### src/rtl/fpu_pkg.sv
// fpu_pkg: shared definitions for the pipelined floating-point adder.
//   - flag bit positions inside the 3-bit {invalid, overflow, inexact} vector
//   - operand special-class enum
//   - canonical quiet-NaN and field-extract helpers; widths are passed in as
//     arguments so one copy serves every EXP_W/MAN_W build (operands <= 64 bits)
package fpu_pkg;

  localparam int unsigned FLG_INV  = 2;
  localparam int unsigned FLG_OVF  = 1;
  localparam int unsigned FLG_INX  = 0;
  localparam int unsigned FP_MAX_W = 64;

  typedef enum logic [2:0] {
    NORMAL,
    ZERO,
    INF,
    QNAN,
    SNAN
  } fp_class_e;

  // {0, all-ones exponent, 1 followed by zeros}, right-aligned in 64 bits
  function automatic logic [FP_MAX_W-1:0] fp_canon_nan(input int unsigned exp_w,
                                                       input int unsigned man_w);
    logic [FP_MAX_W-1:0] one;
    one = FP_MAX_W'(1);
    return (((one << exp_w) - one) << man_w) | (one << (man_w - 1));
  endfunction

  function automatic logic [FP_MAX_W-1:0] fp_field_exp(input logic [FP_MAX_W-1:0] x,
                                                       input int unsigned exp_w,
                                                       input int unsigned man_w);
    logic [FP_MAX_W-1:0] one;
    one = FP_MAX_W'(1);
    return (x >> man_w) & ((one << exp_w) - one);
  endfunction

  function automatic logic [FP_MAX_W-1:0] fp_field_frac(input logic [FP_MAX_W-1:0] x,
                                                        input int unsigned man_w);
    logic [FP_MAX_W-1:0] one;
    one = FP_MAX_W'(1);
    return x & ((one << man_w) - one);
  endfunction

  function automatic logic fp_field_sign(input logic [FP_MAX_W-1:0] x,
                                         input int unsigned exp_w,
                                         input int unsigned man_w);
    logic [FP_MAX_W-1:0] t;
    t = x >> (exp_w + man_w);
    return t[0];
  endfunction

  // Subnormals (exp == 0, frac != 0) classify as ZERO: the unit flushes them.
  function automatic fp_class_e fp_classify(input logic exp_ones, input logic exp_zero,
                                            input logic frac_zero, input logic frac_msb);
    fp_class_e c;
    if (exp_ones) begin
      if (frac_zero)     c = INF;
      else if (frac_msb) c = QNAN;
      else               c = SNAN;
    end else if (exp_zero) begin
      c = ZERO;
    end else begin
      c = NORMAL;
    end
    return c;
  endfunction

endpackage

### src/rtl/fp_lzc.sv
// fp_lzc: combinational leading-zero counter.
//   in_vec : WIDTH-bit input, MSB first
//   cnt    : number of zeros above the most significant one (WIDTH if all zero)
module fp_lzc #(
  parameter int unsigned WIDTH = 27,
  parameter int unsigned CNT_W = $clog2(WIDTH + 1)
) (
  input  logic [WIDTH-1:0] in_vec,
  output logic [CNT_W-1:0] cnt
);

  logic found;

  always_comb begin
    cnt   = CNT_W'(WIDTH);
    found = 1'b0;
    for (int unsigned i = 0; i < WIDTH; i++) begin
      if (!found && in_vec[WIDTH-1-i]) begin
        cnt   = CNT_W'(i);
        found = 1'b1;
      end
    end
  end

endmodule

### src/rtl/fpu_pipe.sv
// fpu_pipe: 3-stage pipelined IEEE-754 add/subtract, round-to-nearest-even,
// subnormals flushed to zero.
//   clk, rst_n          : clock (rising edge), asynchronous active-low reset
//   in_valid / in_ready : operand handshake (a, b, op; op=1 computes a-b)
//   out_valid/out_ready : result handshake (result, flags)
//   flags               : {invalid, overflow, inexact}, meaningful with out_valid
// Stages: S1 unpack/special-case/swap/align, S2 significand add, S3 normalise
// and round. A single global advance stalls every stage together.
module fpu_pipe
  import fpu_pkg::*;
#(
  parameter int unsigned EXP_W = 8,
  parameter int unsigned MAN_W = 23,
  localparam int unsigned W    = EXP_W + MAN_W + 1
) (
  input  logic         clk,
  input  logic         rst_n,
  input  logic         in_valid,
  output logic         in_ready,
  input  logic [W-1:0] a,
  input  logic [W-1:0] b,
  input  logic         op,
  output logic         out_valid,
  input  logic         out_ready,
  output logic [W-1:0] result,
  output logic [2:0]   flags
);

  localparam int unsigned MAG_W = EXP_W + MAN_W;
  localparam int unsigned SIG_W = MAN_W + 4;        // hidden + frac + guard/round/sticky
  localparam int unsigned SUM_W = MAN_W + 5;        // plus carry-out
  localparam int unsigned LZ_W  = $clog2(SIG_W + 1);
  localparam int unsigned XE_W  = EXP_W + 2;        // room for carry and negative underflow
  localparam int unsigned MR_W  = MAN_W + 2;
  localparam logic [EXP_W-1:0] EXP_ONES = '1;
  localparam logic [EXP_W-1:0] SH_MAX   = EXP_W'(MAN_W + 3);
  localparam logic [W-1:0]     QNAN_W   = W'(fp_canon_nan(EXP_W, MAN_W));
  localparam logic [SIG_W-1:0] SIG_ONE  = SIG_W'(1);

  logic advance;

  // ---------------- S1 combinational: unpack, specials, swap, align
  logic [FP_MAX_W-1:0] a_ext, b_ext;
  logic [EXP_W-1:0]    ea, eb, e_big, e_small, d;
  logic [MAN_W-1:0]    fa, fb;
  logic                sa, sb, swap, s_big, s_small;
  fp_class_e           cls_a, cls_b;
  logic [MAG_W-1:0]    mag_a, mag_b, mag_big, mag_small;
  logic [SIG_W-1:0]    sig_big, sig_small, sig_sh, lost;
  logic                spec;
  logic [W-1:0]        spec_res;
  logic [2:0]          spec_flg;

  always_comb begin
    a_ext    = FP_MAX_W'(a);
    b_ext    = FP_MAX_W'(b);
    ea       = EXP_W'(fp_field_exp(a_ext, EXP_W, MAN_W));
    eb       = EXP_W'(fp_field_exp(b_ext, EXP_W, MAN_W));
    fa       = MAN_W'(fp_field_frac(a_ext, MAN_W));
    fb       = MAN_W'(fp_field_frac(b_ext, MAN_W));
    sa       = fp_field_sign(a_ext, EXP_W, MAN_W);
    sb       = fp_field_sign(b_ext, EXP_W, MAN_W) ^ op;
    cls_a    = fp_classify(ea == EXP_ONES, ea == '0, fa == '0, fa[MAN_W-1]);
    cls_b    = fp_classify(eb == EXP_ONES, eb == '0, fb == '0, fb[MAN_W-1]);

    spec     = 1'b0;
    spec_res = '0;
    spec_flg = '0;
    if (cls_a == QNAN || cls_a == SNAN || cls_b == QNAN || cls_b == SNAN) begin
      spec              = 1'b1;
      spec_res          = QNAN_W;
      spec_flg[FLG_INV] = (cls_a == SNAN) || (cls_b == SNAN);
    end else if (cls_a == INF && cls_b == INF) begin
      spec = 1'b1;
      if (sa != sb) begin
        spec_res          = QNAN_W;
        spec_flg[FLG_INV] = 1'b1;
      end else begin
        spec_res = {sa, EXP_ONES, {MAN_W{1'b0}}};
      end
    end else if (cls_a == INF) begin
      spec     = 1'b1;
      spec_res = {sa, EXP_ONES, {MAN_W{1'b0}}};
    end else if (cls_b == INF) begin
      spec     = 1'b1;
      spec_res = {sb, EXP_ONES, {MAN_W{1'b0}}};
    end else if (cls_a == ZERO && cls_b == ZERO) begin
      // only (-0)+(-0) keeps a negative sign under RNE
      spec     = 1'b1;
      spec_res = {sa & sb, {(W-1){1'b0}}};
    end

    // flushed magnitudes: a subnormal compares and aligns as exactly zero
    mag_a     = (cls_a == ZERO) ? '0 : {ea, fa};
    mag_b     = (cls_b == ZERO) ? '0 : {eb, fb};
    swap      = mag_b > mag_a;
    mag_big   = swap ? mag_b : mag_a;
    mag_small = swap ? mag_a : mag_b;
    s_big     = swap ? sb : sa;
    s_small   = swap ? sa : sb;
    e_big     = mag_big[MAG_W-1:MAN_W];
    e_small   = mag_small[MAG_W-1:MAN_W];
    sig_big   = {|e_big, mag_big[MAN_W-1:0], 3'b000};
    sig_small = {|e_small, mag_small[MAN_W-1:0], 3'b000};
    d         = e_big - e_small;

    lost   = '0;
    sig_sh = '0;
    if (d >= SH_MAX) begin
      sig_sh[0] = |sig_small;
    end else begin
      sig_sh    = sig_small >> d;
      lost      = sig_small & ((SIG_ONE << d) - SIG_ONE);
      sig_sh[0] = sig_sh[0] | (|lost);
    end
  end

  // ---------------- pipeline registers
  logic             s1_valid_q, s1_valid_d, s1_sign_q, s1_sign_d, s1_sub_q, s1_sub_d;
  logic [EXP_W-1:0] s1_exp_q, s1_exp_d;
  logic [SIG_W-1:0] s1_big_q, s1_big_d, s1_small_q, s1_small_d;
  logic             s1_spec_q, s1_spec_d;
  logic [W-1:0]     s1_sres_q, s1_sres_d;
  logic [2:0]       s1_sflg_q, s1_sflg_d;

  logic             s2_valid_q, s2_valid_d, s2_sign_q, s2_sign_d;
  logic [EXP_W-1:0] s2_exp_q, s2_exp_d;
  logic [SUM_W-1:0] s2_sum_q, s2_sum_d;
  logic             s2_spec_q, s2_spec_d;
  logic [W-1:0]     s2_sres_q, s2_sres_d;
  logic [2:0]       s2_sflg_q, s2_sflg_d;

  logic             s3_valid_q, s3_valid_d;
  logic [W-1:0]     res_q, res_d;
  logic [2:0]       flg_q, flg_d;

  assign advance   = !s3_valid_q || out_ready;
  assign in_ready  = advance;
  assign out_valid = s3_valid_q;
  assign result    = res_q;
  assign flags     = flg_q;

  always_comb begin
    s1_valid_d = s1_valid_q;
    s1_sign_d  = s1_sign_q;
    s1_sub_d   = s1_sub_q;
    s1_exp_d   = s1_exp_q;
    s1_big_d   = s1_big_q;
    s1_small_d = s1_small_q;
    s1_spec_d  = s1_spec_q;
    s1_sres_d  = s1_sres_q;
    s1_sflg_d  = s1_sflg_q;
    if (advance) begin
      s1_valid_d = in_valid;
      if (in_valid) begin
        s1_sign_d  = s_big;
        s1_sub_d   = s_big ^ s_small;
        s1_exp_d   = e_big;
        s1_big_d   = sig_big;
        s1_small_d = sig_sh;
        s1_spec_d  = spec;
        s1_sres_d  = spec_res;
        s1_sflg_d  = spec_flg;
      end
    end
  end

  // ---------------- S2: significand add/subtract (|big| >= |small|, never negative)
  always_comb begin
    s2_valid_d = s2_valid_q;
    s2_sign_d  = s2_sign_q;
    s2_exp_d   = s2_exp_q;
    s2_sum_d   = s2_sum_q;
    s2_spec_d  = s2_spec_q;
    s2_sres_d  = s2_sres_q;
    s2_sflg_d  = s2_sflg_q;
    if (advance) begin
      s2_valid_d = s1_valid_q;
      if (s1_valid_q) begin
        s2_sign_d = s1_sign_q;
        s2_exp_d  = s1_exp_q;
        s2_sum_d  = s1_sub_q ? ({1'b0, s1_big_q} - {1'b0, s1_small_q})
                             : ({1'b0, s1_big_q} + {1'b0, s1_small_q});
        s2_spec_d = s1_spec_q;
        s2_sres_d = s1_sres_q;
        s2_sflg_d = s1_sflg_q;
      end
    end
  end

  // ---------------- S3: normalise, round to nearest even, pack
  logic [LZ_W-1:0]  lz;
  logic [SIG_W-1:0] norm;
  logic [XE_W-1:0]  exp_n, exp_f;
  logic [MAN_W:0]   mant;
  logic [MR_W-1:0]  mant_r;
  logic [MAN_W-1:0] frac_f;
  logic             g, r, st, rnd_up, inexact;
  logic [W-1:0]     calc_res;
  logic [2:0]       calc_flg;

  fp_lzc #(.WIDTH(SIG_W), .CNT_W(LZ_W)) u_lzc (
    .in_vec (s2_sum_q[SIG_W-1:0]),
    .cnt    (lz)
  );

  always_comb begin
    if (s2_sum_q[SUM_W-1]) begin
      // carry-out: shift right one, folding the dropped bit into sticky
      norm  = {s2_sum_q[SUM_W-1:2], s2_sum_q[1] | s2_sum_q[0]};
      exp_n = {2'b00, s2_exp_q} + XE_W'(1);
    end else begin
      norm  = s2_sum_q[SIG_W-1:0] << lz;
      exp_n = {2'b00, s2_exp_q} - XE_W'(lz);
    end
    mant    = norm[SIG_W-1:3];
    g       = norm[2];
    r       = norm[1];
    st      = norm[0];
    inexact = g | r | st;
    rnd_up  = g & (r | st | mant[0]);
    mant_r  = {1'b0, mant} + MR_W'(rnd_up);
    // a rounding carry leaves 10..0; the stored fraction is then all zero
    exp_f   = exp_n + XE_W'(mant_r[MAN_W+1]);
    frac_f  = mant_r[MAN_W+1] ? mant_r[MAN_W:1] : mant_r[MAN_W-1:0];

    calc_res = {s2_sign_q, exp_f[EXP_W-1:0], frac_f};
    calc_flg = '0;
    calc_flg[FLG_INX] = inexact;
    if (s2_sum_q == '0) begin
      calc_res = '0;
      calc_flg = '0;
    end else if (exp_n[XE_W-1] || exp_n == '0) begin
      calc_res          = {s2_sign_q, {(W-1){1'b0}}};
      calc_flg          = '0;
      calc_flg[FLG_INX] = 1'b1;
    end else if (exp_f >= {2'b00, EXP_ONES}) begin
      calc_res          = {s2_sign_q, EXP_ONES, {MAN_W{1'b0}}};
      calc_flg          = '0;
      calc_flg[FLG_OVF] = 1'b1;
      calc_flg[FLG_INX] = 1'b1;
    end
  end

  always_comb begin
    s3_valid_d = s3_valid_q;
    res_d      = res_q;
    flg_d      = flg_q;
    if (advance) begin
      s3_valid_d = s2_valid_q;
      if (s2_valid_q) begin
        res_d = s2_spec_q ? s2_sres_q : calc_res;
        flg_d = s2_spec_q ? s2_sflg_q : calc_flg;
      end
    end
  end

  always_ff @(posedge clk or negedge rst_n) begin
    if (!rst_n) begin
      s1_valid_q <= 1'b0;
      s1_sign_q  <= 1'b0;
      s1_sub_q   <= 1'b0;
      s1_exp_q   <= '0;
      s1_big_q   <= '0;
      s1_small_q <= '0;
      s1_spec_q  <= 1'b0;
      s1_sres_q  <= '0;
      s1_sflg_q  <= '0;
      s2_valid_q <= 1'b0;
      s2_sign_q  <= 1'b0;
      s2_exp_q   <= '0;
      s2_sum_q   <= '0;
      s2_spec_q  <= 1'b0;
      s2_sres_q  <= '0;
      s2_sflg_q  <= '0;
      s3_valid_q <= 1'b0;
      res_q      <= '0;
      flg_q      <= '0;
    end else begin
      s1_valid_q <= s1_valid_d;
      s1_sign_q  <= s1_sign_d;
      s1_sub_q   <= s1_sub_d;
      s1_exp_q   <= s1_exp_d;
      s1_big_q   <= s1_big_d;
      s1_small_q <= s1_small_d;
      s1_spec_q  <= s1_spec_d;
      s1_sres_q  <= s1_sres_d;
      s1_sflg_q  <= s1_sflg_d;
      s2_valid_q <= s2_valid_d;
      s2_sign_q  <= s2_sign_d;
      s2_exp_q   <= s2_exp_d;
      s2_sum_q   <= s2_sum_d;
      s2_spec_q  <= s2_spec_d;
      s2_sres_q  <= s2_sres_d;
      s2_sflg_q  <= s2_sflg_d;
      s3_valid_q <= s3_valid_d;
      res_q      <= res_d;
      flg_q      <= flg_d;
    end
  end

endmodule

### config.mk
export PLATFORM = sky130hd
export DESIGN_NAME = fpu_pipe
export DESIGN_NICKNAME = d
export VERILOG_FILES = /design/src/rtl/fpu_pkg.sv /design/src/rtl/fp_lzc.sv /design/src/rtl/fpu_pipe.sv
export SDC_FILE = /design/constraint.sdc
export NUM_CORES = 1
export LEC_CHECK = 0
export BUFFER_PORTS_ARGS = -buffer_cell sky130_fd_sc_hd__buf_4
export CORE_ASPECT_RATIO = 1.75
export CORE_MARGIN = 3
export CORE_UTILIZATION = 60
export CTS_CLUSTER_DIAMETER = 80
export DETAILED_ROUTE_END_ITERATION = 7
export GPL_ROUTABILITY_DRIVEN = 0
export MAX_ROUTING_LAYER = met4
export PLACE_DENSITY = 0.81
export SYNTH_ARGS = -nofsm -noshare
export SYNTH_HDL_FRONTEND = slang
export SYNTH_SLANG_ARGS = --single-unit
### constraint.sdc
create_clock -name clk -period 7.15 [get_ports clk]
set_clock_uncertainty 0.15 [all_clocks]
set_input_delay 0.715 -clock clk [delete_from_list [all_inputs] [get_ports clk]]
set_output_delay 0.715 -clock clk [all_outputs]
set_load 0.01 [all_outputs]
==> flow_metrics.env <==
export IMPL_dieArea_mm2=0.0274
export IMPL_violations="DRC"
export IMPL_power_density_mw_per_mm2=457
export IMPL_drt_pass1_iter_count=8
export IMPL_port_buffers=105
export IMPL_slew_headroom_pct=27.9
export IMPL_critPathKind="flop to flop"
export IMPL_start_util_pct=61.5
export IMPL_viasPerCell=6.94
export IMPL_core_area_mm2=0.0248
export IMPL_synthesis_area_mm2=0.0153
export IMPL_crit_start="s2_sum_q[4]"
export IMPL_synth_edf_count=0
export IMPL_drtIter0Drc=2258
export IMPL_maxCapViolCount=0
export IMPL_final_common_cell="nand2_1"
export IMPL_synth_flop_cell="dfrtp_1"
export IMPL_synth_cells=2007
export IMPL_antenna_found_initial=0
export IMPL_finalWirelength_um=53300
export IMPL_rrSetupSlack_ps=240
export IMPL_path_buf_inv=3
export IMPL_ctsLongestPathBuffers=2
export IMPL_seq_area_frac_synth_pct=24.0
export IMPL_fin_crit_sh_pct=96.7
export IMPL_io_pins=106
export IMPL_layout_common_cells="nand2_1, nor2_1, buf_4"
export IMPL_grt_overflow_total=0
export IMPL_fillers=2070
export IMPL_track_usage_pct=39.6
export IMPL_cp_start_kind="flop"
export IMPL_hold_path_class="primary input to asynchronous set/reset pin"
export IMPL_grt_pass1_wl_um=84300
export IMPL_area_growth_pct=12.5
export IMPL_synth_async_reset_ratio_pct=100
export IMPL_die_w_um=127
export IMPL_grt_max_degree=83
export IMPL_worst_pin_slew_ps=1080
export IMPL_ant_nets=0
export IMPL_clock_fmax_ghz=0.145
export IMPL_die_y_um=217
export IMPL_routedWlPerCell_um=22.2
export IMPL_hold_viol=0
export IMPL_required_ps=7340
export IMPL_ir_drop_mv=0.248
export IMPL_cts_buffers=17
export IMPL_multi_input_area_mm2=0.0108
export IMPL_postSynthNetCount=2170
export IMPL_clockRootBuffer="clkbuf_16"
export IMPL_grt_pass1_vias=16000
export IMPL_tns_ps=0
export IMPL_cts_sinks=146
export IMPL_placedCellCount=2366
export IMPL_clk_pin_slew_ps=70
export IMPL_yosysWarnings=0
export IMPL_num_rows=76
export IMPL_crit_path_end="result[11]"
export IMPL_ys_types=96
export IMPL_status="complete, but fails checks"
export IMPL_p_leak_uw=0.00746
export IMPL_cts_tree="yes"
export IMPL_syn_area_per_cell_um2=7.60
export IMPL_finalNonFillerCells=2398
export IMPL_finalMaxSlewViolations=0
export IMPL_ys_seq_elements=146
export IMPL_setup_viol=0
export IMPL_path_cells="nor4_4, nand2_1, nor2_1, and3_1, nor2_2, inv_2, buf_4, a31oi_1, nor4_2, buf_4, or4b_4, nor4_4, nand3b_2, nor4_2, ha_1, ha_1, nand2_1, nor2_1, nand4_1, nor3_1, a21oi_1, a31o_4, o41ai_1"
export IMPL_h_tree_depth=4
export IMPL_n_antenna_cell=0
export IMPL_rr_endpoint="result[11]"
export IMPL_vias=16600
export IMPL_arrival_ps=7100
export IMPL_slowest_stage="nor4_4"
export IMPL_nets=2237
export IMPL_end_kind="flop"
export IMPL_drive_gt1_share_pct=15.1
export IMPL_finalPower_uw=7850
export IMPL_crit_cells=23
export IMPL_r2r_start="s2_sum_q[4]"
export IMPL_critPathMaxStageDelay_ps=550
export IMPL_finalCriticalPeriod_ps=6910
export IMPL_path_max_fanout=16
export IMPL_worstSkewPairLatency_ps=440
export IMPL_seqCellArea_mm2=0.00365
export IMPL_worstRegToRegCells=23
export IMPL_drc=1
export IMPL_cp_top_family="simple AND/OR/NAND/NOR gates"
export IMPL_dp_hpwl_um=40300
[flip-flops by register name, indices dropped and copies added (netlist names), 8 cells and up]
signal and count:
result 32, s2_sum_q 28, s1_small_q 27, s1_big_q 24, s1_exp_q 8, s2_exp_q 8
[per-stage QoR]
step | utilization, % | area (um2) | hold slack, ps | setup slack (ps)
2_1_floorplan | - | 15300 | 269 | 247
3_3_place_gp | 66.4 | 16500 | 308 | 295
3_5_place_dp | 66.4 | 16500 | 311 | 220
4_1_cts | 68.8 | 17100 | 165 | 190
5_1_grt | 69.1 | 17200 | 198 | -3.38
6_report | 69.1 | 17200 | 151 | 238
[final cells by class]
type | count | area share (%)
multi-input cells | 1630 | 62.7
flip-flops and latches | 146 | 21.3
repair buffers | 183 | 8.03
clock buffers | 19 | 2.58
well taps | 312 | 2.28
inverters | 96 | 2.12
clock inverters | 12 | 0.985
[worst reg2reg max path: stages, from the launching register on]
cell      delay, ps
dfrtp_1         510
nor4_4          550
nand2_1         220
nor2_1          160
and3_1          520
nor2_2          170
inv_2           260
buf_4           280
a31oi_1         120
nor4_2          510
buf_4           230
or4b_4          490
nor4_4          390
nand3b_2        160
nor4_2          290
ha_1            230
ha_1            230
nand2_1          70
nor2_1          130
nand4_1         100
nor3_1          170
a21oi_1         160
a31o_4          320
o41ai_1         370
[routing by layer]
| layer | track usage (%) | vias up | part of all wire (%) |
|---|---|---|---|
| li1 | - | 7495 | - |
| met1 | 38.6 | 7649 | 32 |
| met2 | 67.3 | 1078 | 49 |
| met3 | 7.91 | 418 | 7.8 |
| met4 | 31.6 | 0 | 11 |
| met5 | - | - | 0 |
[timing repair]
item / CTS / global route
setup endpoints to repair: 0 / 32
hold buffers: 0 / 0
buffers inserted: 0 / 1
resized for setup: 0 / 10
[where the power goes]
part	leakage, uW	switching [uW]	internal, uW
logic	0.00531	3440	2010
registers	0.00187	373	1090
clock network	0.000293	370	563
total	0.00746	4180	3660
[cells by family after synthesis]
logic type      after synthesis  share of synthesized area (%)
simple gates                747                           23.9
mux                         118                           8.50
compound gates              611                           26.4
flops                       146                           24.0
buf+inv                     231                           6.08
fa+ha+maj                    94                           7.81
xor+xnor                     60                           3.44
[how the worst min path moves through the flow]
stage / from / endpoint / slack, ps / depth (start not counted)
floorplan: rst_n / flags[0] / 270 / 0
global placement: flags[2] / flags[2] / 310 / 2
detailed placement: flags[2] / flags[2] / 310 / 2
CTS: rst_n / s2_sum_q[14] / 160 / 1
global route: rst_n / s2_sum_q[14] / 200 / 1
finish: rst_n / s2_sum_q[17] / 150 / 1
[Yosys cell counts (23+ instances only)]
cell type / number / area share (%)
ha_1: 92 / 7.5
xnor2_1: 45 / 2.6
nor2_1: 189 / 4.7
mux2i_1: 80 / 5.2
a211oi_1: 27 / 1.3
nand3_1: 42 / 1.4
o211ai_1: 25 / 1.2
o22ai_1: 23 / 0.94
nor4_1: 34 / 1.4
dfrtp_1: 146 / 24
clkbuf_1: 108 / 2.7
inv_1: 92 / 2.3
nand2_1: 254 / 6.2
a21oi_1: 143 / 4.7
and2_1: 33 / 1.4
mux2_2: 31 / 2.3
nor3_1: 60 / 2.0
o21ai_0: 149 / 4.9
Note: power is estimated with default switching activity, not from simulation.
